===== src/rtl/mux2_arbiter.sv =====
// rtl/mux2_arbiter.sv - two-requester round-robin burst arbiter driving a shared data mux
//
// Parameters:
//   DATA_W    - width of each data path
//   MAX_BURST - maximum beats per grant (1..15)
// Ports:
//   clk, rst_n        - clock, asynchronous active-low reset
//   din_0, din_1      - requester data
//   vld_0, vld_1      - requester has a beat
//   last_0, last_1    - current beat ends the requester's burst
//   rdy_0, rdy_1      - beat from that requester accepted this cycle
//   mux_out, out_vld  - selected data and its valid
//   out_rdy           - downstream accepts the beat
//   sel               - current mux select (0 = din_0, 1 = din_1)
//   busy              - a grant is active

module mux2_arbiter #(
    parameter int DATA_W    = 8,
    parameter int MAX_BURST = 4
) (
    input  logic              clk,
    input  logic              rst_n,
    input  logic [DATA_W-1:0] din_0,
    input  logic [DATA_W-1:0] din_1,
    input  logic              vld_0,
    input  logic              vld_1,
    input  logic              last_0,
    input  logic              last_1,
    output logic              rdy_0,
    output logic              rdy_1,
    output logic [DATA_W-1:0] mux_out,
    output logic              out_vld,
    input  logic              out_rdy,
    output logic              sel,
    output logic              busy
);

    localparam logic [1:0] IDLE = 2'd0;
    localparam logic [1:0] GNT0 = 2'd1;
    localparam logic [1:0] GNT1 = 2'd2;

    localparam logic [3:0] BURST_MAX = 4'(MAX_BURST);

    logic [1:0] state, state_nxt;
    logic       sel_nxt;
    logic       busy_nxt;
    logic [3:0] cnt, cnt_nxt;
    logic       last_served, last_served_nxt;

    logic       gnt0, gnt1;
    logic       xfer;
    logic       cur_last;
    logic       other_vld;
    logic [3:0] cnt_inc;
    logic       burst_end;
    logic       pick;

    assign gnt0 = (state == GNT0);
    assign gnt1 = (state == GNT1);

    assign mux_out = sel ? din_1 : din_0;
    assign out_vld = (gnt0 & vld_0) | (gnt1 & vld_1);
    assign rdy_0   = gnt0 & vld_0 & out_rdy;
    assign rdy_1   = gnt1 & vld_1 & out_rdy;

    assign xfer      = out_vld & out_rdy;
    assign cur_last  = gnt1 ? last_1 : last_0;
    assign other_vld = gnt1 ? vld_0 : vld_1;
    assign cnt_inc   = cnt + 4'd1;
    assign burst_end = xfer & (cur_last | (cnt_inc >= BURST_MAX));

    // Requester picked from IDLE: on a tie, the one not served last; 1 means requester 1.
    assign pick = (vld_0 & vld_1) ? ~last_served : vld_1;

    always_comb begin
        state_nxt       = state;
        sel_nxt         = sel;
        busy_nxt        = busy;
        cnt_nxt         = cnt;
        last_served_nxt = last_served;
        case (state)
            IDLE: begin
                if (vld_0 || vld_1) begin
                    state_nxt = pick ? GNT1 : GNT0;
                    sel_nxt   = pick;
                    busy_nxt  = 1'b1;
                    cnt_nxt   = 4'd0;
                end
            end
            GNT0, GNT1: begin
                if (burst_end) begin
                    last_served_nxt = gnt1;
                    cnt_nxt         = 4'd0;
                    // Hand straight over to a waiting peer; otherwise park in IDLE with sel held.
                    if (other_vld) begin
                        state_nxt = gnt1 ? GNT0 : GNT1;
                        sel_nxt   = gnt0;
                    end else begin
                        state_nxt = IDLE;
                        busy_nxt  = 1'b0;
                    end
                end else if (xfer) begin
                    cnt_nxt = cnt_inc;
                end
            end
            default: begin
                state_nxt = IDLE;
                busy_nxt  = 1'b0;
                cnt_nxt   = 4'd0;
            end
        endcase
    end

    always_ff @(posedge clk or negedge rst_n) begin
        if (!rst_n) begin
            state       <= IDLE;
            sel         <= 1'b0;
            busy        <= 1'b0;
            cnt         <= 4'd0;
            last_served <= 1'b1;
        end else begin
            state       <= state_nxt;
            sel         <= sel_nxt;
            busy        <= busy_nxt;
            cnt         <= cnt_nxt;
            last_served <= last_served_nxt;
        end
    end

endmodule


===== config.mk =====
export PLATFORM = sky130hd
export DESIGN_NAME = mux2_arbiter
export DESIGN_NICKNAME = d
export VERILOG_FILES = /design/src/rtl/mux2_arbiter.sv
export SDC_FILE = /design/constraint.sdc
export NUM_CORES = 1
export LEC_CHECK = 0
export CAP_MARGIN = 25
export CORE_MARGIN = 2
export CORE_UTILIZATION = 25
export CTS_BUF_LIST = sky130_fd_sc_hd__clkbuf_8
export DETAILED_ROUTE_END_ITERATION = 12
export GPL_ROUTABILITY_DRIVEN = 0
export GPL_TIMING_DRIVEN = 0
export REMOVE_ABC_BUFFERS = 1
export SYNTH_ARGS = -nofsm -noshare
export SYNTH_HDL_FRONTEND = slang
export SYNTH_SLANG_ARGS = --single-unit

===== constraint.sdc =====
create_clock -name clk -period 3.7 [get_ports clk]
set_input_delay 0.37 -clock clk [delete_from_list [all_inputs] [get_ports clk]]
set_output_delay 0.37 -clock clk [all_outputs]
set_load 0.05 [all_outputs]

=== After elaboration in Yosys (flattened, before gate mapping) ===
Cells that the tools add are included.

* Flip-flop bits (word level): 9
* Input port bits: 23
* Output and inout bits: 13
* Word-level logic and storage cells: 55

* $add $sub $neg: 1
* $lt $le $gt $ge: 1
* Equality and inequality tests: 7
* Muxes and demuxes: 22
* Bitwise gates (word level): 10
* Reductions and logical operators: 9

{| class="wikitable"
|+ Operator list
! kind !! count
|-
| two-way mux 4 bit || 3
|-
| two-way mux 2 bit || 5
|-
| two-way mux 1 bit || 9
|-
| two-way mux 8 bit || 1
|-
| != test 2 bit (second input constant) || 4
|-
| case mux 4 bit (2 select lines) || 1
|-
| AND 1 bit || 7
|-
| AND reduction 2 bit || 3
|-
| adder 4 x 1 -> 4 bit (second input constant) || 1
|-
| greater-or-equal comparator 4 x 3 -> 1 bit (second input constant) || 1
|-
| case mux 1 bit (2 select lines) || 2
|-
| case mux 2 bit (2 select lines) || 1
|-
| AND reduction 4 bit || 1
|-
| != test 3 bit (second input constant) || 1
|-
| AND reduction 3 bit || 1
|-
| == test 2 x 1 -> 1 bit (second input constant) || 1
|-
| == test 2 bit (second input constant) || 1
|-
| logical NOT 2 bit || 1
|-
| OR 1 bit || 2
|-
| nonzero test 2 bit || 1
|-
| OR reduction 2 bit || 1
|-
| logical OR 1 bit || 1
|-
| inverter 1 bit || 1
|}

=== Longest topological paths before layout ===
Gate-level depths: netlist of run 1.

* Depth after elaboration: 7
* Mapped depth: 7
* Depth with buffers taken out: 7

=== Worst setup path before layout of run 1 ===
OpenSTA, ideal clock, no wires.

* Path type: flip-flop to flip-flop
* Start: register state[0]
* End: register busy
* Setup time: 0.128 ns
* Data arrival time: 1.813 ns
* Data required time: 3.572 ns
* Path slack: 1.760 ns
* Cell stages (with the launch flop): 8
* Path buffers: 0
* Clock period less this slack: 1.940 ns
* Cell sequence: dfrtp_1 > inv_1 > ha_1 > a22o_2 > nand2_1 > o21ai_2 > o211ai_1 > mux2_1

* Cells in the longest elaborated chain, start to end: 7
* Elaborated cells on any way between the ends: 17
* Classes of those cells: eq/ne (5); mux (3); bitwise (6); reduce/logical (3)

{| class="wikitable"
|+ Ends and longest elaborated chain
! element !! line !! source
|-
| start: declaration || 44 || <nowiki>logic [1:0] state, state_nxt;</nowiki>
|-
| start signal: assignment || 122 || <nowiki>state <= state_nxt;</nowiki>
|-
| == test 2 bit || 59 || <nowiki>assign gnt1 = (state == GNT1);</nowiki>
|-
| via gnt1 || 50 || <nowiki>logic gnt0, gnt1;</nowiki>
|-
| AND 1 bit || 62 || <nowiki>assign out_vld = (gnt0 & vld_0) | (gnt1 & vld_1);</nowiki>
|-
| OR 1 bit || 62 ||
|-
| via out_vld || 32 || <nowiki>output logic out_vld,</nowiki>
|-
| AND 1 bit || 66 || <nowiki>assign xfer = out_vld & out_rdy;</nowiki>
|-
| AND 1 bit || 70 || <nowiki>assign burst_end = xfer & (cur_last | (cnt_inc >= BURST_MAX));</nowiki>
|-
| != test 2 bit (no line) || -- ||
|-
| AND reduction 3 bit (no line) || -- ||
|-
| end signal: assignment || 124 || <nowiki>busy <= busy_nxt;</nowiki>
|-
| end: declaration || 35 || <nowiki>output logic busy</nowiki>
|}

The timed path passes the listed nets, and every way through them passes these cells.
A chain may end at the register's enable or synchronous reset.

=== Final worst setup path of run 1 ===
* Start: register state[0]
* End: output port out_vld

* Cells in the longest elaborated chain, start to end: 3
* Elaborated cells on any way between the ends: 5
* Classes of those cells: eq/ne (2); bitwise (3)

{| class="wikitable"
|+ Ends and longest elaborated chain
! element !! line
|-
| == test 2 bit || 59
|-
| via gnt1 || 50
|-
| AND 1 bit || 62
|-
| OR 1 bit || 62
|-
| end: declaration || 32
|}

The timed path passes the listed nets, and every way through them passes these cells.

==> results.sh, run 1 <==
export IMPL_postCtsResizedCells=0
export IMPL_slew_violations=0
export IMPL_post_dp_hpwl_um=1440
export IMPL_synth_most_common_cell="mux2_2"
export IMPL_yosys_area_share_xor_xnor_pct=1.28
export IMPL_ys_seq_area_share_pct=33.2
export IMPL_synth_top_family_by_area="multiplexers"
export IMPL_drtAntennaViolNets=0
export IMPL_coreArea_um2=2520
export IMPL_synth_cells=67
export IMPL_ys_flop_type="dfrtp_1"
export IMPL_cts_hold_buf=0
export IMPL_postCtsSetupRepairBufs=0
export IMPL_ys_warn_count=0
export IMPL_synth_compound_area_share_pct=13.2
export IMPL_grt_pass1_vias=665
export IMPL_die_w_um=56.2
export IMPL_grt_first_pass_wirelength_um=3020
export IMPL_dp_slack_ns=1.40
export IMPL_num_rows=18
export IMPL_period_minus_slack_ns=2.43
export IMPL_max_freq_mhz=411
export IMPL_n_antenna_cell=0
export IMPL_crit_type="flop to primary output"
export IMPL_synth_edf_count=0
export IMPL_yosys_area_share_simple_pct=14.5
export IMPL_irDropWorstVdd_uv=422
export IMPL_hold_viol=0
export IMPL_tightest_slew_ns=0.500
export IMPL_fillCellCount=254
export IMPL_power_leakage_uw=0.000480
export IMPL_skew_ns=0.00730
export IMPL_drt_first_pass_iters=4
export IMPL_cp_required_ns=3.33
export IMPL_numPortBuffers=35
export IMPL_drive_gt1_share_pct=18.1
export IMPL_ys_ff_latch=9
export IMPL_area_growth_pct=62.9
export IMPL_drtIter0Drc=26
export IMPL_crit_path_start="state[0]"
export IMPL_yosys_area_top_type_share_pct=29.4
export IMPL_wl_um=1790
export IMPL_antenna_found_initial=0
export IMPL_synthAdderAreaFrac_pct=9.17
export IMPL_synth_common_cells="11 x mux2_2, 8 x dfrtp_1, 7 x nand2_1"
export IMPL_min_period_over_period_pct=65.7
export IMPL_setup_slack_ns=1.27
export IMPL_status="complete, no violations"
export IMPL_cp_max_fo=7
export IMPL_start_util_pct=27.0
export IMPL_final_setup_tns_ns=0
export IMPL_ys_top_cells_by_area="dfrtp_1 29%, mux2_2 18%, ha_1 9.2%"
export IMPL_syn_avg_cell_area_um2=10.2
export IMPL_finish_utilization_pct=44.0
export IMPL_synth_mux_area_share_pct=25.9
export IMPL_grt_max_degree=11
export IMPL_cts_htree_levels=1
export IMPL_r2r_start="state[0]"
export IMPL_routed_via_density=4.87
export IMPL_rsz0062_at_grt="false"
export IMPL_wl_per_cell_um=13.2
export IMPL_p_per_area_nw_per_um2=785
export IMPL_yosysTopAreaCell="dfrtp_1"
export IMPL_clock_sinks=9
export IMPL_clk_pin_slew_ns=0.05
export IMPL_num_vias=658
export IMPL_gr_usage_all_layers_pct=12.1
export IMPL_overflow=0
export IMPL_boundaryPins=36
export IMPL_nNetsFinal=134
export IMPL_die_h_um=56.2
export IMPL_slew_headroom_pct=66.5
export IMPL_cts_tree="built"
export IMPL_synthArstFlopShare_pct=100
export IMPL_dieArea_um2=3160
export IMPL_ys_types=28
export IMPL_setup_violations_final=0
export IMPL_hp_class="input pin to asynchronous set/reset pin"
export IMPL_cts_made_buffers=3
export IMPL_crit_arrival_ns=2.06
export IMPL_cts_max_path_buffers=2
export IMPL_root_buffer="clkbuf_8"
export IMPL_drv_cap=0
export IMPL_worstSkewPairLatency_ns=0.24
export IMPL_start_kind="flop"
export IMPL_drc_errors=0
export IMPL_crit_path_end_kind="primary output"
export IMPL_syn_area_um2=682
## critical path, stage by stage, from the launching register on
cell and delay (ns):
dfrtp_1 0.40, inv_1 0.09, ha_1 0.32, a22o_2 0.21, clkdlybuf4s50_1 0.80
## layer usage
metal / track usage (%) / wire length, um
met1: 14.2 / 734
met2: 19.8 / 827
met3: 4.42 / 201
met4: 5.10 / 23
met5: 0 / 0
## kinds of logic (layout without fill, tap and decap cells)
group	Yosys count	in the layout
AND/OR/NAND/NOR	19	19
buffers and inverters	5	43
AO/OA/AOI/OAI	12	12
adder cells (fa/ha/maj)	5	5
flip-flops	9	9
XOR/XNOR	1	1
multiplexers	16	16
## metrics by stage
| stage | instance area [um2] | instances | hold WS, ns | total power [uW] |
|---|---|---|---|---|
| final | 1110 | 135 | 0.441 | 872 |
| after CTS | 1110 | 135 | 0.462 | 880 |
| after floorplan | 678 | 66 | 0.0744 | 595 |
| after global placement | 1070 | 131 | 0.480 | 755 |
| after detailed placement | 1070 | 131 | 0.486 | 762 |
| after global routing | 1110 | 135 | 0.489 | 932 |
## cells in the final DEF (no fill, tap or decap), types with 3 or more instances in the layout
cell,instances
inv_1,5
nor2b_1,3
ha_1,5
nand2_1,7
clkdlybuf4s50_1,35
clkbuf_8,3
mux2i_1,3
dfrtp_1,8
mux2_2,11
## power by group
group	internal (uW)	total, uW	switching [uW]
sequential	138	178	39.9
combinational	248	581	333
clock	72.4	113	41.0
## final cells by class
type / instances / area (um2) / area share, %
multi-input cells: 53 / 437 / 39.3
repair buffers: 35 / 350 / 31.5
flip-flops and latches: 9 / 226 / 20.4
clock buffers: 3 / 41.3 / 3.72
well taps: 30 / 37.5 / 3.38
inverters: 4 / 15.0 / 1.35
clock inverters: 1 / 3.75 / 0.338
## final timing paths
check / to / slack [ns] / cells past startpoint
worst max register to register: busy / 1.60 / 7
worst min register to register: busy / 0.50 / 1
min in group clk: busy / 0.50 / 1
max in group asynchronous: last_served / 2.93 / 1
worst min-delay path: state[1] / 0.44 / 1
worst max-delay path: out_vld / 1.27 / 4
## state kept, by name (all words and copies together), names as in the netlist
register,cells
busy,1
cnt,4
last_served,1
sel,1
state,2
Power figures use the tool's default switching activity.
==> inputs of run 2 (changes only) <==
Clock period 3.7 ns to 2.1 ns, I/O delays scaled along.
==> run 2 against run 1 <==
Compared with the run above:
- die area did not move
- combinational power rose by 74%
- highest routed layer unchanged
- critical path depth rose by 3
- wire length rose by 0.22%
- via count fell by 0.15%
- largest power group unchanged
- setup slack got worse by 1.1 ns
- cell count did not move
- register-to-register slack got worse by 1.5 ns
- sequential power rose by 78%
- critical path type is now flop to flop
- global-route usage did not move
- total power rose by 75%
==> results.sh, run 2 (same netlist as run 1, synthesis figures left out) <==
export IMPL_power_uw=1530
export IMPL_stdcell_count=135
export IMPL_boundaryPins=36
export IMPL_overflow=0
export IMPL_cp_max_fo=7
export IMPL_p_per_area_nw_per_um2=1360
export IMPL_top_register="cnt"
export IMPL_power_leakage_uw=0.000535
export IMPL_nNetsFinal=134
export IMPL_max_freq_mhz=505
export IMPL_cts_hold_buf=0
export IMPL_dieArea_um2=3160
export IMPL_start_util_pct=27.0
export IMPL_hold_viol=0
export IMPL_num_vias=657
export IMPL_antenna_found_initial=0
export IMPL_mostFrequentLayoutCell="clkdlybuf4s50_1"
export IMPL_drtAntennaViolNets=0
export IMPL_largest_register_ffs=4
export IMPL_coreArea_um2=2520
export IMPL_period_minus_slack_ns=1.98
export IMPL_drt_first_pass_iters=4
export IMPL_drc_errors=0
export IMPL_path_buf_inv=1
export IMPL_fin_worst_hold_slack_ns=0.281
export IMPL_drtIter0Drc=27
export IMPL_drv_cap=0
export IMPL_path_delay_family="multiplexers"
export IMPL_wl_per_cell_um=13.3
export IMPL_setup_slack_ns=0.121
export IMPL_crit_path_max_incr_delay_ns=0.40
export IMPL_root_buffer="clkbuf_8"
export IMPL_layout_common_cells="24 x clkdlybuf4s50_1, 11 x mux2_2, 8 x dfrtp_1, 7 x nand2_1, 7 x dlygate4sd2_1"
export IMPL_hp_class="input pin to asynchronous set/reset pin"
export IMPL_placedCellCount=131
export IMPL_fillCellCount=254
export IMPL_crit_type="flop to flop"
export IMPL_grt_pass1_vias=667
export IMPL_worstSkewPairLatency_ns=0.24
export IMPL_clock_sinks=9
export IMPL_numPortBuffers=35
export IMPL_reg_top3="cnt: 4 flops, state: 2 flops"
export IMPL_final_setup_tns_ns=0
export IMPL_cts_htree_levels=1
export IMPL_clk_pin_slew_ns=0.05
export IMPL_crit_path_end_kind="flop"
export IMPL_crit_path_top_delay_cell="dfrtp_1"
export IMPL_irDropWorstVdd_uv=739
export IMPL_rsz0062_at_grt="false"
export IMPL_start_kind="flop"
export IMPL_gr_usage_all_layers_pct=12.1
export IMPL_setup_violations_final=0
export IMPL_drive_gt1_share_pct=19.0
export IMPL_cts_made_buffers=3
export IMPL_grt_max_degree=11
export IMPL_cp_cell_sequence="inv_1 -> ha_4 -> mux2_2 -> a211oi_2 -> o21ai_2 -> o211ai_1 -> mux2_1"
export IMPL_tightest_slew_ns=0.509
export IMPL_multi_input_area_um2=449
export IMPL_crit_arrival_ns=2.10
export IMPL_slew_headroom_pct=66.0
export IMPL_num_rows=18
export IMPL_status="complete, no violations"
export IMPL_post_dp_hpwl_um=1440
export IMPL_grt_first_pass_wirelength_um=3020
export IMPL_n_antenna_cell=0
export IMPL_cts_tree="built"
export IMPL_area_growth_pct=65.0
export IMPL_cp_required_ns=2.22
export IMPL_min_period_over_period_pct=94.2
export IMPL_skew_ns=0.00730
export IMPL_area_sequential_um2=226
export IMPL_dp_slack_ns=0.0157
export IMPL_slew_violations=0
export IMPL_die_w_um=56.2
export IMPL_die_h_um=56.2
export IMPL_wl_um=1790
export IMPL_routed_via_density=4.87
export IMPL_cts_max_path_buffers=2
[run 2: worst paths after layout]
| kind | start | to | slack (ns) | cells after the start |
|---|---|---|---|---|
| worst max-delay path | state[0] | busy | 0.12 | 7 |
| worst min-delay path | rst_n | state[1] | 0.28 | 1 |
| worst max register to register | state[0] | busy | 0.12 | 7 |
| worst min register to register | busy | busy | 0.50 | 1 |
| max in group asynchronous | rst_n | last_served | 1.49 | 1 |
| min in group clk | busy | busy | 0.50 | 1 |
[run 2: layer usage]
layer	part of all wire [%]	routed length [um]	global-route usage, %	up-vias
met2	46	822	20.0	39
li1	-	-	-	316
met5	0	0	0	-
met4	1.3	23	5.10	0
met3	12	207	4.42	4
met1	41	738	14.1	298
[run 2: what timing repair did]
action	4_1_cts	5_1_grt
endpoints found under the setup margin	8	6
buffers inserted	0	0
resized for setup	8	5
[run 2: worst register-to-register path, cell delays in order, from the launching register on]
cell and delay (ns):
dfrtp_1 0.40, inv_1 0.13, ha_4 0.19, mux2_2 0.35, a211oi_2 0.19, o21ai_2 0.12, o211ai_1 0.13, mux2_1 0.34
[run 2: layout make-up]
| type | count | area share (%) |
|---|---|---|
| multi-input combinational | 53 | 39.9 |
| tap | 30 | 3.34 |
| timing repair buffer | 35 | 31.3 |
| inverter | 4 | 1.33 |
| clock buffer | 3 | 3.67 |
| sequential | 9 | 20.1 |
| clock inverter | 1 | 0.334 |
[run 2: report_power, final]
group	internal [uW]	switching (uW)	total, uW
registers	243	73.8	317
clock network	128	72.2	200
logic	420	589	1010
total	791	735	1530
[run 2: metrics by stage]
stage               utilization, %  instance area, um2
finish                        44.6                1120
global route                  44.6                1120
CTS                           43.8                1100
detailed placement            42.3                1070
global placement              42.3                1070
floorplan                        -                 678
